$ cat src/rtl/cscv2_pkg.sv
// ---------------------------------------------------------------------------
// cscv2_pkg
// Shared definitions for the CSCv2 control path.
//   seq_state_t        : sequencer state encoding (RUN / HALT / STEP)
//   FLAG_N/Z/V/C       : bit positions of the flags inside the NZVC vector
//   CSC_ADDR_W         : default control-ROM address (PC) width
// ---------------------------------------------------------------------------
package cscv2_pkg;

    typedef enum logic [1:0] {
        SEQ_RUN  = 2'd0,
        SEQ_HALT = 2'd1,
        SEQ_STEP = 2'd2
    } seq_state_t;

    localparam int unsigned FLAG_N = 3;
    localparam int unsigned FLAG_Z = 2;
    localparam int unsigned FLAG_V = 1;
    localparam int unsigned FLAG_C = 0;

    localparam int unsigned CSC_ADDR_W = 8;

endpackage

$ cat src/rtl/pc_sequencer.sv
// ---------------------------------------------------------------------------
// pc_sequencer
// Program counter and NZVC flag register for the CSCv2 control ROM, with
// run / halt / single-step control.
//
// Parameters:
//   ADDR_W     PC width in bits
//   RESET_PC   PC value loaded on reset
//   START_RUN  state after reset: 1 = RUN, 0 = HALT
//
// Ports:
//   clock      in   system clock, rising edge
//   reset_n    in   synchronous active-low reset
//   PCincr     in   1 = PC+1, 0 = load jump_addr
//   jump_addr  in   jump target for the current instruction
//   alu_flags  in   NZVC from the ALU this cycle
//   flags_we   in   capture alu_flags when executing
//   run        in   level request to free-run
//   step       in   one-cycle pulse: execute one instruction while halted
//   halt_req   in   stop after the current instruction
//   PC         out  registered program counter
//   NZVC       out  registered flags
//   exec       out  registered; high in cycles whose instruction executes
//   halted     out  registered; high while in HALT
//
// Build option:
//   PC_SEQ_HALT_DETECT_EN  when defined, an executed jump-to-self forces HALT
// ---------------------------------------------------------------------------
module pc_sequencer
    import cscv2_pkg::*;
#(
    parameter int unsigned       ADDR_W    = CSC_ADDR_W,
    parameter logic [ADDR_W-1:0] RESET_PC  = '0,
    parameter bit                START_RUN = 1'b1
) (
    input  logic              clock,
    input  logic              reset_n,
    input  logic              PCincr,
    input  logic [ADDR_W-1:0] jump_addr,
    input  logic [3:0]        alu_flags,
    input  logic              flags_we,
    input  logic              run,
    input  logic              step,
    input  logic              halt_req,
    output logic [ADDR_W-1:0] PC,
    output logic [3:0]        NZVC,
    output logic              exec,
    output logic              halted
);

    seq_state_t        state;
    seq_state_t        state_next;
    logic [ADDR_W-1:0] pc_next;

`ifdef PC_SEQ_HALT_DETECT_EN
    logic self_jump;
    assign self_jump = ~PCincr && (jump_addr == PC);
`endif

    // Modulo-2^ADDR_W increment: the carry-out is simply dropped.
    always_comb begin
        pc_next = PCincr ? (PC + ADDR_W'(1)) : jump_addr;
    end

    // Priority in HALT: halt_req > run > step.
    always_comb begin
        state_next = state;
        case (state)
            SEQ_RUN: begin
                if (halt_req)
                    state_next = SEQ_HALT;
`ifdef PC_SEQ_HALT_DETECT_EN
                else if (self_jump)
                    state_next = SEQ_HALT;
`endif
                else
                    state_next = SEQ_RUN;
            end
            SEQ_HALT: begin
                if (halt_req)
                    state_next = SEQ_HALT;
                else if (run)
                    state_next = SEQ_RUN;
                else if (step)
                    state_next = SEQ_STEP;
                else
                    state_next = SEQ_HALT;
            end
            SEQ_STEP: state_next = SEQ_HALT;
            default:  state_next = SEQ_HALT;
        endcase
    end

    // exec/halted are registered copies of the next-state decode, so they
    // always equal a decode of the current state register.
    always_ff @(posedge clock) begin
        if (!reset_n) begin
            PC     <= RESET_PC;
            NZVC   <= '0;
            state  <= START_RUN ? SEQ_RUN : SEQ_HALT;
            exec   <= START_RUN;
            halted <= ~START_RUN;
        end else begin
            state  <= state_next;
            exec   <= (state_next != SEQ_HALT);
            halted <= (state_next == SEQ_HALT);
            if (exec) begin
                PC <= pc_next;
                if (flags_we)
                    NZVC <= alu_flags;
            end
        end
    end

endmodule

$ cat config.mk
export PLATFORM = sky130hd
export DESIGN_NAME = pc_sequencer
export DESIGN_NICKNAME = d
export VERILOG_FILES = /design/src/rtl/cscv2_pkg.sv /design/src/rtl/pc_sequencer.sv
export SDC_FILE = /design/constraint.sdc
export NUM_CORES = 1
export LEC_CHECK = 0
export CORE_MARGIN = 2
export CORE_UTILIZATION = 44
export DETAILED_ROUTE_END_ITERATION = 8
export HOLD_SLACK_MARGIN = 0.06
export PLACE_DENSITY = 0.83
export SKIP_LAST_GASP = 1
export SLEW_MARGIN = 0
export SYNTH_ARGS = -nofsm -noshare
export SYNTH_HDL_FRONTEND = slang
export SYNTH_SLANG_ARGS = --single-unit
$ cat constraint.sdc
create_clock -name clock -period 2.6 [get_ports clock]
set_clock_uncertainty 0.2 [all_clocks]
set_input_delay 0.78 -clock clock [delete_from_list [all_inputs] [get_ports clock]]
set_output_delay 0.78 -clock clock [all_outputs]
set_load 0.01 [all_outputs]
==> flow_summary.yaml, run 1 <==
layout:
  regArea_um2: 320.3
  final_nets: 146
  final_area_um2: 1132
  syn2layout_area_growth_pct: 46.20
  diodes: 0
  layout-drive-gt1-share_pct: 8.800
  fill_cells: 155
  multi_input_area_um2: 400.4
power_and_ir_drop:
  p_leak_uw: 0.0004297
  power.density_nw_per_um2: 497.9
  vdd_drop_max_v: 0.0003360
synthesis:
  ys_seq_area_share_pct: 41.36
  syn_inst: 90
  ys_types: 32
  yosys.area.top_type: "dfxtp_1"
  synth_flop_cell: "dfxtp_1"
  async_flop_share_pct: 0
  syn_nets: 110
  synth.area.top_cells: "dfxtp_1, a21oi_1, nand2_1"
  syn_area_per_cell_um2: 8.605
  netlist_area_um2: 774.5
  yosysTopAreaCellShare_pct: 41.36
  ys_ff_latch: 16
  synth_edf_count: 0
  ys_warn_count: 0
sta:
  setup_ws_ps: 266.5
  min_period_over_period_pct: 89.75
  relSlewSlack_pct: 81.14
  setup_tns_ps: 0
  hold_violations: 0
  rsz0062_at_grt: "false"
  period_needed_ps: 2334
  drv_slew: 0
  fmax_mhz: 428.5
  worst_pin_slew_ps: 281.1
  setup_violations: 0
cts:
  clock-root-buffer: "clkbuf_4"
  cts_inserted_buffers: 3
  insertion_delay_ps: 300
  htreeDepth: 1
  clk_pin_slew_ps: 100
  post-cts-setup-buffers: 0
  hold_buffers: 0
  cts_resized: 0
  cts_sinks: 16
  cts_tree: "done"
  cts_buffer_depth: 2
drt:
  num_vias: 789
  wl_met2_um: 863
  drt_iter0_drc: 18
  wl_met3_um: 133
  top_layer: "met4"
  post_drt_wl_per_cell_um: 12.77
  viasPerCell: 5.556
  ant_nets: 0
  wl_met1_um: 796
  wl_mm: 1.813
  drt_first_pass_iters: 4
  drc: 0
critical_path:
  cp-startpoint: "PC[4]$_SDFFE_PN0P_"
  crit_fanout: 7
  r2r_cells: 4
  path_buf_inv: 1
  r2r-start: "PC[0]$_SDFFE_PN0P_"
  path_depth: 1
  crit_slowest_cell: "clkdlybuf4s50_1"
  rrSetupSlack_ps: 990
  crit_required_ps: 1620
  rr_endpoint: "PC[6]$_SDFFE_PN0P_"
  criticalPathCategory: "flip-flop to output pin"
  cp_cell_sequence: "clkdlybuf4s50_1"
  cp-end-kind: "output pin"
  max_stage_delay_ps: 580
  crit_end: "PC[4]"
  worstPathArrival_ps: 1350
  worst_setup_path_start_kind: "flip-flop"
  crit_family: "buffers and inverters"
flow_run:
  cap_violations: 0
floorplan:
  num_rows: 15
  boundaryPins: 33
  initial_core_util_pct: 45.85
  core_area_um2: 1689
  die-area_um2: 2112
  die_w_um: 45.96
  die_h_um: 45.96
global_route:
  grt_pass1_wl_mm: 2.801
  grt_util_all_layers_pct: 18.92
  antenna_found_initial: 0
  grt-ovfl-total: 0
  grt_max_degree: 19
  grt_pass1_vias: 678
run_status:
  status: "complete, no violations"
placement:
  hpwlAfterDp_mm: 1.350
  place_worst_setup_slack_ps: 338.4
  portBuffers: 32
  placed_area_um2: 1096
  gp_congestion: 0.8170
worst_hold_path:
  worstHoldPathType: "flip-flop to flip-flop"
==> state kept, by name, indices dropped and copies added (netlist names) <==
signal and flops:
PC 8, NZVC 4, state 2, exec 1
halted 1
==> cells by family after synthesis <==
| logic type | count (synthesis) | share of synthesized area, % |
|---|---|---|
| AND/OR/NAND/NOR | 39 | 26.98 |
| AO/OA/AOI/OAI | 26 | 21.81 |
| flip-flops | 16 | 41.36 |
| buffers and inverters | 7 | 6.946 |
| multiplexers | 1 | 1.292 |
| adder cells (fa/ha/maj) | 1 | 1.615 |
==> layer usage <==
| metal | vias up | GRT usage (%) |
|---|---|---|
| met4 | 0 | 9.714 |
| met5 | - | 0 |
| met1 | 355 | 23.37 |
| li1 | 402 | - |
| met2 | 30 | 28.06 |
| met3 | 2 | 7.540 |
==> how the worst min path moves through the flow <==
stage | start | end | slack [ps] | cells past startpoint
6_report | NZVC[3]$_SDFFE_PN0P_ | NZVC[3]$_SDFFE_PN0P_ | 260 | 2
5_1_grt | state[0]$_SDFF_PN0_ | state[1]$_SDFF_PN0_ | 280 | 2
4_1_cts | NZVC[2]$_SDFFE_PN0P_ | NZVC[2]$_SDFFE_PN0P_ | 260 | 2
3_5_place_dp | NZVC[2]$_SDFFE_PN0P_ | NZVC[2]$_SDFFE_PN0P_ | 250 | 2
3_3_place_gp | NZVC[3]$_SDFFE_PN0P_ | NZVC[3]$_SDFFE_PN0P_ | 250 | 2
2_1_floorplan | state[1]$_SDFF_PN0_ | state[1]$_SDFF_PN0_ | 240 | 1
==> final cells by class <==
class,count,area share (%)
Tap cell,17,1.878
Inverter,3,0.9945
Sequential cell,16,28.29
Clock buffer,4,3.204
Timing Repair Buffer,35,30.28
Multi-Input combinational cell,67,35.36
==> cells in the final DEF, fill, tap and decap left out, types with 2 or more instances in the layout <==
| cell type | n |
|---|---|
| a211oi_1 | 2 |
| a21oi_1 | 9 |
| a31oi_1 | 2 |
| buf_4 | 3 |
| clkbuf_4 | 3 |
| clkdlybuf4s50_1 | 32 |
| dfxtp_1 | 16 |
| inv_1 | 2 |
| nand2_1 | 12 |
| nand2b_1 | 4 |
| nand3_1 | 8 |
| nor2_1 | 4 |
| nor2b_1 | 2 |
| o211ai_1 | 2 |
| o21ai_0 | 2 |
| o22ai_1 | 2 |
| o31a_1 | 4 |
==> cells in the mapped netlist, types with 2 or more instances <==
| library cell | count |
|---|---|
| a21oi_1 | 9 |
| o31a_1 | 4 |
| a211oi_1 | 2 |
| nand2_1 | 12 |
| nand3_1 | 8 |
| clkbuf_8 | 2 |
| o211ai_1 | 2 |
| a31oi_1 | 2 |
| nor2_1 | 4 |
| nor2b_1 | 2 |
| nand2b_1 | 4 |
| o21ai_0 | 2 |
| dfxtp_1 | 16 |
| inv_1 | 2 |
| o22ai_1 | 2 |
==> power breakdown <==
part           switching [uW]  internal, uW  total [uW]
Combinational            46.7          71.1         118
Sequential               15.4           261         276
Clock                    84.3          85.5         170
==> stage by stage <==
stage                     hold WS, ps  instances  power (uW)  utilization [%]
after floorplan                 243.3         90       334.1                -
after global placement          246.7        138       397.4            64.89
after detailed placement        248.6        138       399.6            64.89
after CTS                       263.1        142       571.8            67.04
after global routing            280.9        142       594.6            67.04
final                           259.1        142       563.8            67.04
(Power assumes the default switching activity.)
==> inputs of run 2 (changes only) <==
Settings changed: CORE_UTILIZATION 44 to 46, CTS_BUF_LIST from default to sky130_fd_sc_hd__clkbuf_8, PLACE_DENSITY 0.83 to 0.86.
==> run 2 against run 1 <==
Setup slack gained 61 ps; critical endpoint is now PC[0]; clock power grew 29%; sequential cell count is the same.
==> flow_summary.yaml, run 2 (same netlist as run 1, synthesis figures left out) <==
run_status:
  status: "complete, no violations"
layout:
  reg_top3: "PC: 8 flops, NZVC: 4 flops, state: 2 flops"
  syn2layout_area_growth_pct: 47.50
  fill_cells: 125
  final_nets: 145
  diodes: 0
  final_common_cell: "clkdlybuf4s50_1"
  layout-drive-gt1-share_pct: 8.065
  largest_register_ffs: 8
  top_register: "PC"
  final_cell_mix: "clkdlybuf4s50_1, dfxtp_1, nand2_1, a21oi_1, nand3_1"
sta:
  worst_pin_slew_ps: 472.8
  min_period_over_period_pct: 87.42
  relSlewSlack_pct: 68.38
  period_needed_ps: 2273
  setup_tns_ps: 0
  hold_violations: 0
  fmax_mhz: 440.0
  rsz0062_at_grt: "false"
  setup_violations: 0
  drv_slew: 0
drt:
  num_vias: 772
  drt_iter0_drc: 38
  drt_first_pass_iters: 4
  post_drt_wl_per_cell_um: 13.41
  viasPerCell: 5.514
  drc: 0
  wl_mm: 1.877
  ant_nets: 0
floorplan:
  die_h_um: 45.03
  die_w_um: 45.03
  num_rows: 14
  initial_core_util_pct: 50.24
  boundaryPins: 33
  die-area_um2: 2028
  core_area_um2: 1541
critical_path:
  max_stage_delay_ps: 580
  path_buf_inv: 1
  r2r-start: "PC[0]$_SDFFE_PN0P_"
  crit_family: "buffers and inverters"
  cp-end-kind: "output pin"
  crit_slowest_cell: "clkdlybuf4s50_1"
  cp-startpoint: "PC[0]$_SDFFE_PN0P_"
  worstPathArrival_ps: 1290
  crit_fanout: 6
  crit_required_ps: 1620
  worst_setup_path_start_kind: "flip-flop"
  cp_cell_sequence: "clkdlybuf4s50_1"
  criticalPathCategory: "flip-flop to output pin"
global_route:
  grt_max_degree: 19
  antenna_found_initial: 0
  grt_pass1_wl_mm: 2.884
  grt_util_all_layers_pct: 19.57
  grt-ovfl-total: 0
  grt_pass1_vias: 663
cts:
  clk_pin_slew_ps: 70
  cts_resized: 0
  cts_sinks: 16
  cts_inserted_buffers: 3
  clock-root-buffer: "clkbuf_8"
  htreeDepth: 1
  cts_tree: "done"
  insertion_delay_ps: 250
  hold_buffers: 0
  post-cts-setup-buffers: 0
  cts_buffer_depth: 2
power_and_ir_drop:
  p_leak_uw: 0.0004327
  vdd_drop_max_v: 0.0004482
  power_uw: 613.8
  power.density_nw_per_um2: 537.3
flow_run:
  cap_violations: 0
placement:
  hpwlAfterDp_mm: 1.389
  gp_congestion: 0.7692
  portBuffers: 32
worst_hold_path:
  hold_path.startpoint: "NZVC[1]$_SDFFE_PN0P_"
  worstHoldPathType: "flip-flop to flip-flop"
run 2: cell types whose count changed in the layout (fill, tap and decap cells not counted):
| cell | delta |
|---|---|
| buf_4 | -1 |
| clkbuf_8 | +3 |
| clkbuf_4 | -3 |
run 2: metal layers:
metal  part of all wire [%]  wire length (um)  GRT usage, %  vias up
met5                      0                 0             0        -
met1                     47               889         26.68      360
met3                    4.9                92         8.400        0
met4                      0                 0         2.941        0
li1                       -                 -             -      395
met2                     48               895         29.43       17
run 2: where the power goes:
part	internal [uW]	leakage (uW)	switching (uW)
sequential	261	0.000132	16.0
combinational	70.2	0.000272	47.4
clock	134	0.0000288	84.9
run 2: through the flow:
| step | setup slack (ps) | std cells | utilization [%] | instance area, um^2 | hold WS (ps) |
|---|---|---|---|---|---|
| floorplan | 978.3 | 90 | - | 774.5 | 243.3 |
| global placement | 207.6 | 136 | 70.54 | 1087 | 243.3 |
| detailed placement | 131.4 | 136 | 70.54 | 1087 | 252.4 |
| CTS | 345.8 | 140 | 74.11 | 1142 | 258.1 |
| global route | 266.4 | 140 | 74.11 | 1142 | 276.6 |
| finish | 327.1 | 140 | 74.11 | 1142 | 253.9 |
run 2: path summary, 6_finish.rpt:
path	endpoint	slack (ps)	depth (start not counted)
worst min register to register	NZVC[1]$_SDFFE_PN0P_	250	2
worst min-delay path	NZVC[1]$_SDFFE_PN0P_	250	2
worst max-delay path	PC[0]	330	1
worst max register to register	PC[6]$_SDFFE_PN0P_	950	4
run 2: area by class of cell:
class                      count  area [um^2]  area share [%]
multi-input combinational     67        400.4           35.05
timing repair buffer          34        335.3           29.35
inverter                       3        11.26          0.9858
tap                           16        20.02           1.752
clock buffer                   4        55.05           4.819
sequential                    16        320.3           28.04
